===== config.mk =====
export PLATFORM = sky130hd
export DESIGN_NAME = systolic_fifo_ctrl
export DESIGN_NICKNAME = d
export VERILOG_FILES = /design/src/rtl/systolic_fifo_ctrl_pkg.sv /design/src/rtl/systolic_fifo_ctrl_counter.sv /design/src/rtl/systolic_fifo_ctrl.sv
export SDC_FILE = /design/constraint.sdc
export NUM_CORES = 1
export LEC_CHECK = 0
export CAP_MARGIN = 10
export CORE_ASPECT_RATIO = 1.75
export CORE_UTILIZATION = 32
export CTS_CLUSTER_DIAMETER = 80
export DETAILED_ROUTE_END_ITERATION = 16
export MAX_ROUTING_LAYER = met4
export PLACE_DENSITY = 0.84
export SLEW_MARGIN = 20
export SYNTH_ARGS = -nofsm -noshare
export SYNTH_HDL_FRONTEND = slang
export SYNTH_SLANG_ARGS = --single-unit

===== constraint.sdc =====
create_clock -name clk -period 3.45 [get_ports clk]
set_clock_uncertainty 0.15 [all_clocks]
set_input_delay 0.8625 -clock clk [delete_from_list [all_inputs] [get_ports clk]]
set_output_delay 0.8625 -clock clk [all_outputs]
set_load 0.05 [all_outputs]

===== src/rtl/systolic_fifo_ctrl_pkg.sv =====
// Shared types and sizing helpers for the systolic row-FIFO sequencer.
package systolic_pkg;

    typedef enum logic [1:0] {
        IDLE  = 2'd0,
        FILL  = 2'd1,
        DRAIN = 2'd2,
        DONE  = 2'd3
    } ctrl_state_t;

    localparam int DEF_ARRAY_DIM = 4;
    localparam int DEF_DATA_W    = 16;
    localparam int DEF_TILE_W    = 8;

    // Wide enough to hold 0..dim so a count can never alias past the dimension.
    function automatic int cnt_width(input int dim);
        return (dim < 1) ? 1 : $clog2(dim + 1);
    endfunction

    localparam int DEF_CNT_W = cnt_width(DEF_ARRAY_DIM);

endpackage


===== src/rtl/systolic_fifo_ctrl_counter.sv =====
// Modulo-MAX up-counter with synchronous clear; 'last' flags the final count before wrap.
module systolic_fifo_ctrl_counter
    import systolic_pkg::*;
#(
    parameter int MAX = DEF_ARRAY_DIM,
    parameter int W   = cnt_width(MAX)
) (
    input  logic clk,
    input  logic rst,
    input  logic clear,
    input  logic en,
    output logic last
);

    localparam logic [W-1:0] LAST_VAL = W'(MAX - 1);

    logic [W-1:0] count;

    // 'last' is independent of 'en' so the caller can gate it without a combinational loop.
    assign last = (count == LAST_VAL);

    always_ff @(posedge clk) begin
        if (rst || clear) begin
            count <= '0;
        end else if (en) begin
            count <= last ? '0 : count + W'(1);
        end
    end

endmodule


===== src/rtl/systolic_fifo_ctrl.sv =====
// Sequencer for one systolic row-FIFO: loads ARRAY_DIM rows, shifts ARRAY_DIM times, per tile.
//
// state | meaning
// IDLE  | waiting for start; counters held clear
// FILL  | accepting upstream rows into the FIFO
// DRAIN | shifting FIFO rows into the array while it is ready
// DONE  | one-cycle completion pulse, then back to IDLE
module systolic_fifo_ctrl
    import systolic_pkg::*;
#(
    parameter int ARRAY_DIM = DEF_ARRAY_DIM,
    parameter int DATA_W    = DEF_DATA_W,
    parameter int TILE_W    = DEF_TILE_W
) (
    input  logic                          clk,
    input  logic                          rst,
    input  logic                          start,
    input  logic                          abort,
    input  logic [TILE_W-1:0]             cfg_num_tiles,
    input  logic                          row_valid,
    input  logic [DATA_W*ARRAY_DIM-1:0]   row_data,
    output logic                          row_ready,
    output logic                          fifo_load,
    output logic                          fifo_shift,
    output logic [DATA_W*ARRAY_DIM-1:0]   fifo_load_values,
    input  logic                          array_ready,
    output logic                          array_valid,
    output logic                          busy,
    output logic                          done,
    output logic [TILE_W-1:0]             tile_idx
);

    localparam int CNT_W = cnt_width(ARRAY_DIM);

    ctrl_state_t       state;
    ctrl_state_t       state_next;
    logic [TILE_W-1:0] tiles_latched;
    logic [TILE_W-1:0] tiles_next;
    logic [TILE_W-1:0] tile_idx_next;
    logic [TILE_W:0]   tile_inc;
    logic              more_tiles;
    logic              cnt_clear;
    logic              row_last;
    logic              shift_last;

    // One extra bit so tile_idx+1 cannot overflow when tiles_latched is all ones.
    assign tile_inc   = {1'b0, tile_idx} + (TILE_W+1)'(1);
    assign more_tiles = (tile_inc < {1'b0, tiles_latched});
    assign busy       = (state != IDLE);

    always_comb begin
        state_next       = state;
        tiles_next       = tiles_latched;
        tile_idx_next    = tile_idx;
        cnt_clear        = 1'b0;
        row_ready        = 1'b0;
        fifo_load        = 1'b0;
        fifo_shift       = 1'b0;
        fifo_load_values = '0;
        array_valid      = 1'b0;
        done             = 1'b0;

        case (state)
            IDLE: begin
                cnt_clear = 1'b1;
                if (start && !abort) begin
                    tiles_next    = cfg_num_tiles;
                    tile_idx_next = '0;
                    state_next    = (cfg_num_tiles == '0) ? DONE : FILL;
                end
            end
            FILL: begin
                row_ready        = 1'b1;
                fifo_load        = row_valid;
                fifo_load_values = row_data;
                if (row_valid && row_last) begin
                    state_next = DRAIN;
                end
            end
            DRAIN: begin
                array_valid = 1'b1;
                fifo_shift  = array_ready;
                if (array_ready && shift_last) begin
                    if (more_tiles) begin
                        tile_idx_next = tile_inc[TILE_W-1:0];
                        state_next    = FILL;
                    end else begin
                        state_next = DONE;
                    end
                end
            end
            DONE: begin
                done       = 1'b1;
                state_next = IDLE;
            end
            default: begin
                state_next = IDLE;
            end
        endcase

        // Abort (and reset, which dominates it) silences the FIFO/array strobes in the same cycle.
        if (rst || (abort && state != IDLE)) begin
            state_next       = IDLE;
            tile_idx_next    = '0;
            cnt_clear        = 1'b1;
            row_ready        = 1'b0;
            fifo_load        = 1'b0;
            fifo_shift       = 1'b0;
            fifo_load_values = '0;
            array_valid      = 1'b0;
            done             = 1'b0;
        end
    end

    always_ff @(posedge clk) begin
        if (rst) begin
            state         <= IDLE;
            tiles_latched <= '0;
            tile_idx      <= '0;
        end else begin
            state         <= state_next;
            tiles_latched <= tiles_next;
            tile_idx      <= tile_idx_next;
        end
    end

    systolic_fifo_ctrl_counter #(
        .MAX (ARRAY_DIM),
        .W   (CNT_W)
    ) u_row_cnt (
        .clk   (clk),
        .rst   (rst),
        .clear (cnt_clear),
        .en    (fifo_load),
        .last  (row_last)
    );

    systolic_fifo_ctrl_counter #(
        .MAX (ARRAY_DIM),
        .W   (CNT_W)
    ) u_shift_cnt (
        .clk   (clk),
        .rst   (rst),
        .clear (cnt_clear),
        .en    (fifo_shift),
        .last  (shift_last)
    );

endmodule


==> run metrics <==
max_slew headroom 0.624; Setup CP Type input port to output pin; Multi-input gate area 1250 um^2; Seq. cell area 480 um^2; clk buf depth 2; Worst Tran Pin Value 0.564 ns; period utilization 0.970; Startpoint Class input port; Synth Area per Inst 7.37 um^2; die area 6050 um^2; vias 2,375; post-synth cell types roughly 40; TritonCTS Sinks 24; DRT antenna net count 0; crit end category output pin; ant diodes 0; RSZ-0062 raised after global routing false; maximum vdd drop between 0.1 and 0.15 mV; Power Total 0.778 mW; max-cap viol count 0; DR vias/cell 4.96; initial antenna violation count 0; final-report setup violation count 0; TritonCTS clock tree built; synthesis-to-layout area growth 132%; post_cts resized 0; Critical Path Fanout Max 48; pwr dens 183 nW/um^2; ratio of cells with drive above 1 in the final layout 0.223; static leakage ~1.7 nW; total length of routed wires 8070 um; Hold-fix buffers, CTS 0; Synth Warn # 0; total global-route track usage 0.274; Clock Latency Late Sink 0.27 ns; core footprint 5540 um^2; register clock-pin slew on the reported worst setup and hold paths 0.08 ns; Post-Syn Area 1830 um^2; top_reg_cell synth dfxtp_1; commonest cells after routing, fill and taps aside clkdlybuf4s50_1, buf_12, and2_1; I/O pin count 156; register area share after synthesis 0.262; GRT overflow 0; Hold Startpoint u_shift_cnt.count[2]; num rows 36; die width 59.2 um; status complete, no violations; Hold WC Path Type register to register; DRC 0; final hold viol count 0; post-DP HPWL about 6900 um; depth of the CTS H-tree 1; min cycle time layout 3.35 ns; Max Freq 299 MHz; Avg WL per Cell between 15 and 20 um; largest net degree at the start of global routing a little under 50; Net Count, Synth 337; Data arrival, critical path 2.33 ns; drt initial violations 134; CTS Buf Count 3; commonest non-fill, non-tap cell in the layout clkdlybuf4s50_1; Async SR Flop Fraction 0; Worst EP required approximately 2.4 ns; # nets final just under 500; Seq cells post-synth 24; Mapped Cells 249; DRT Pass-1 Iters 4; setup TNS 0 ns; IO Port Bufs 155; FF-to-FF Start tile_idx[0]; Worst setup startpoint abort; Slew Limit Fails 0; Die H 102 um; root buffer cell clkbuf_8; Post-synth EDFFs 0; # fillers around 400; post-CTS setup buffers 0; number of global-route vias before repair 2,519; Starting Density 0.331; Final GP Congestion approximately 0.99; first-pass GRT wire length around 12,000 um
## metal layers
layer | vias to the layer above | share of wire | track usage
met5 | - | 0 | -
met4 | 0 | 0.019 | 0.0696
li1 | 1130 | - | -
met2 | 130 | 0.54 | 0.504
met1 | 1098 | 0.35 | 0.280
met3 | 17 | 0.092 | 0.0684
## metrics by stage
stage               utilization  worst slack (ns)  std cells  instance area (um^2)  hold slack [ns]
detailed placement        0.758            0.0945        475                  4200            0.282
floorplan                     -            0.0468        249                  1840            0.258
global route              0.767            0.0207        479                  4250            0.327
CTS                       0.766            0.0788        478                  4240            0.291
global placement          0.758             0.150        475                  4200            0.267
finish                    0.767             0.104        479                  4250            0.292
## sequential cells by signal, summed over array words and instances (netlist names)
name and flops:
state 2, u_row_cnt.count 3, u_shift_cnt.count 3, tile_idx 8, tiles_latched 8
## report_power, final
group	switching [mW]	internal [mW]	leakage [nW]
combinational	0.142	0.172	1.49
clock	0.0882	0.0782	0.0216
sequential	0.0130	0.284	0.194
## cells in the mapped netlist (3+ instances only)
library cell,number,share of area
nand3_1,5,0.014
clkbuf_1,9,0.018
o21ai_0,3,0.0082
nand2_1,38,0.078
inv_1,12,0.025
dfxtp_1,24,0.26
a211oi_1,4,0.016
xnor2_1,4,0.019
nor2_1,5,0.010
a21oi_1,20,0.055
ha_1,10,0.068
nor3_1,4,0.011
nand2b_1,3,0.010
o21ai_1,3,0.0082
and2_1,66,0.23
## critical path: stages
cell and delay, ns:
clkdlybuf4s50_1 0.44, nor4b_2 0.27, buf_4 0.19, buf_12 0.19, and2_1 0.22, buf_12 0.15
## area by class of cell
class                      instances  area share
tap                               76      0.0224
timing repair buffer             164       0.549
sequential                        24       0.113
clock buffer                       3     0.00972
multi-input combinational        200       0.295
inverter                          12      0.0106
## worst paths after layout
| check | cells past startpoint | slack (ns) | endpoint |
|---|---|---|---|
| worst max register to register | 13 | 0.33 | tile_idx[1] |
| worst min register to register | 2 | 0.29 | u_shift_cnt.count[2] |
| worst max-delay path | 6 | 0.10 | fifo_load_values[57] |
| worst min-delay path | 2 | 0.29 | u_shift_cnt.count[2] |
## cell families (layout without fill, tap and decap cells)
| group | Yosys count | in the layout | synth area share |
|---|---|---|---|
| AOI/OAI and AO/OA | 40 | 40 | 0.133 |
| xor gates and xnor gates | 6 | 6 | 0.0286 |
| adders and majority gates | 10 | 10 | 0.0682 |
| buffers and inverters | 25 | 179 | 0.0634 |
| DFF | 24 | 24 | 0.262 |
| muxes | 2 | 2 | 0.0109 |
| and+or+nand+nor | 142 | 142 | 0.434 |
(Power assumes the default switching activity.)
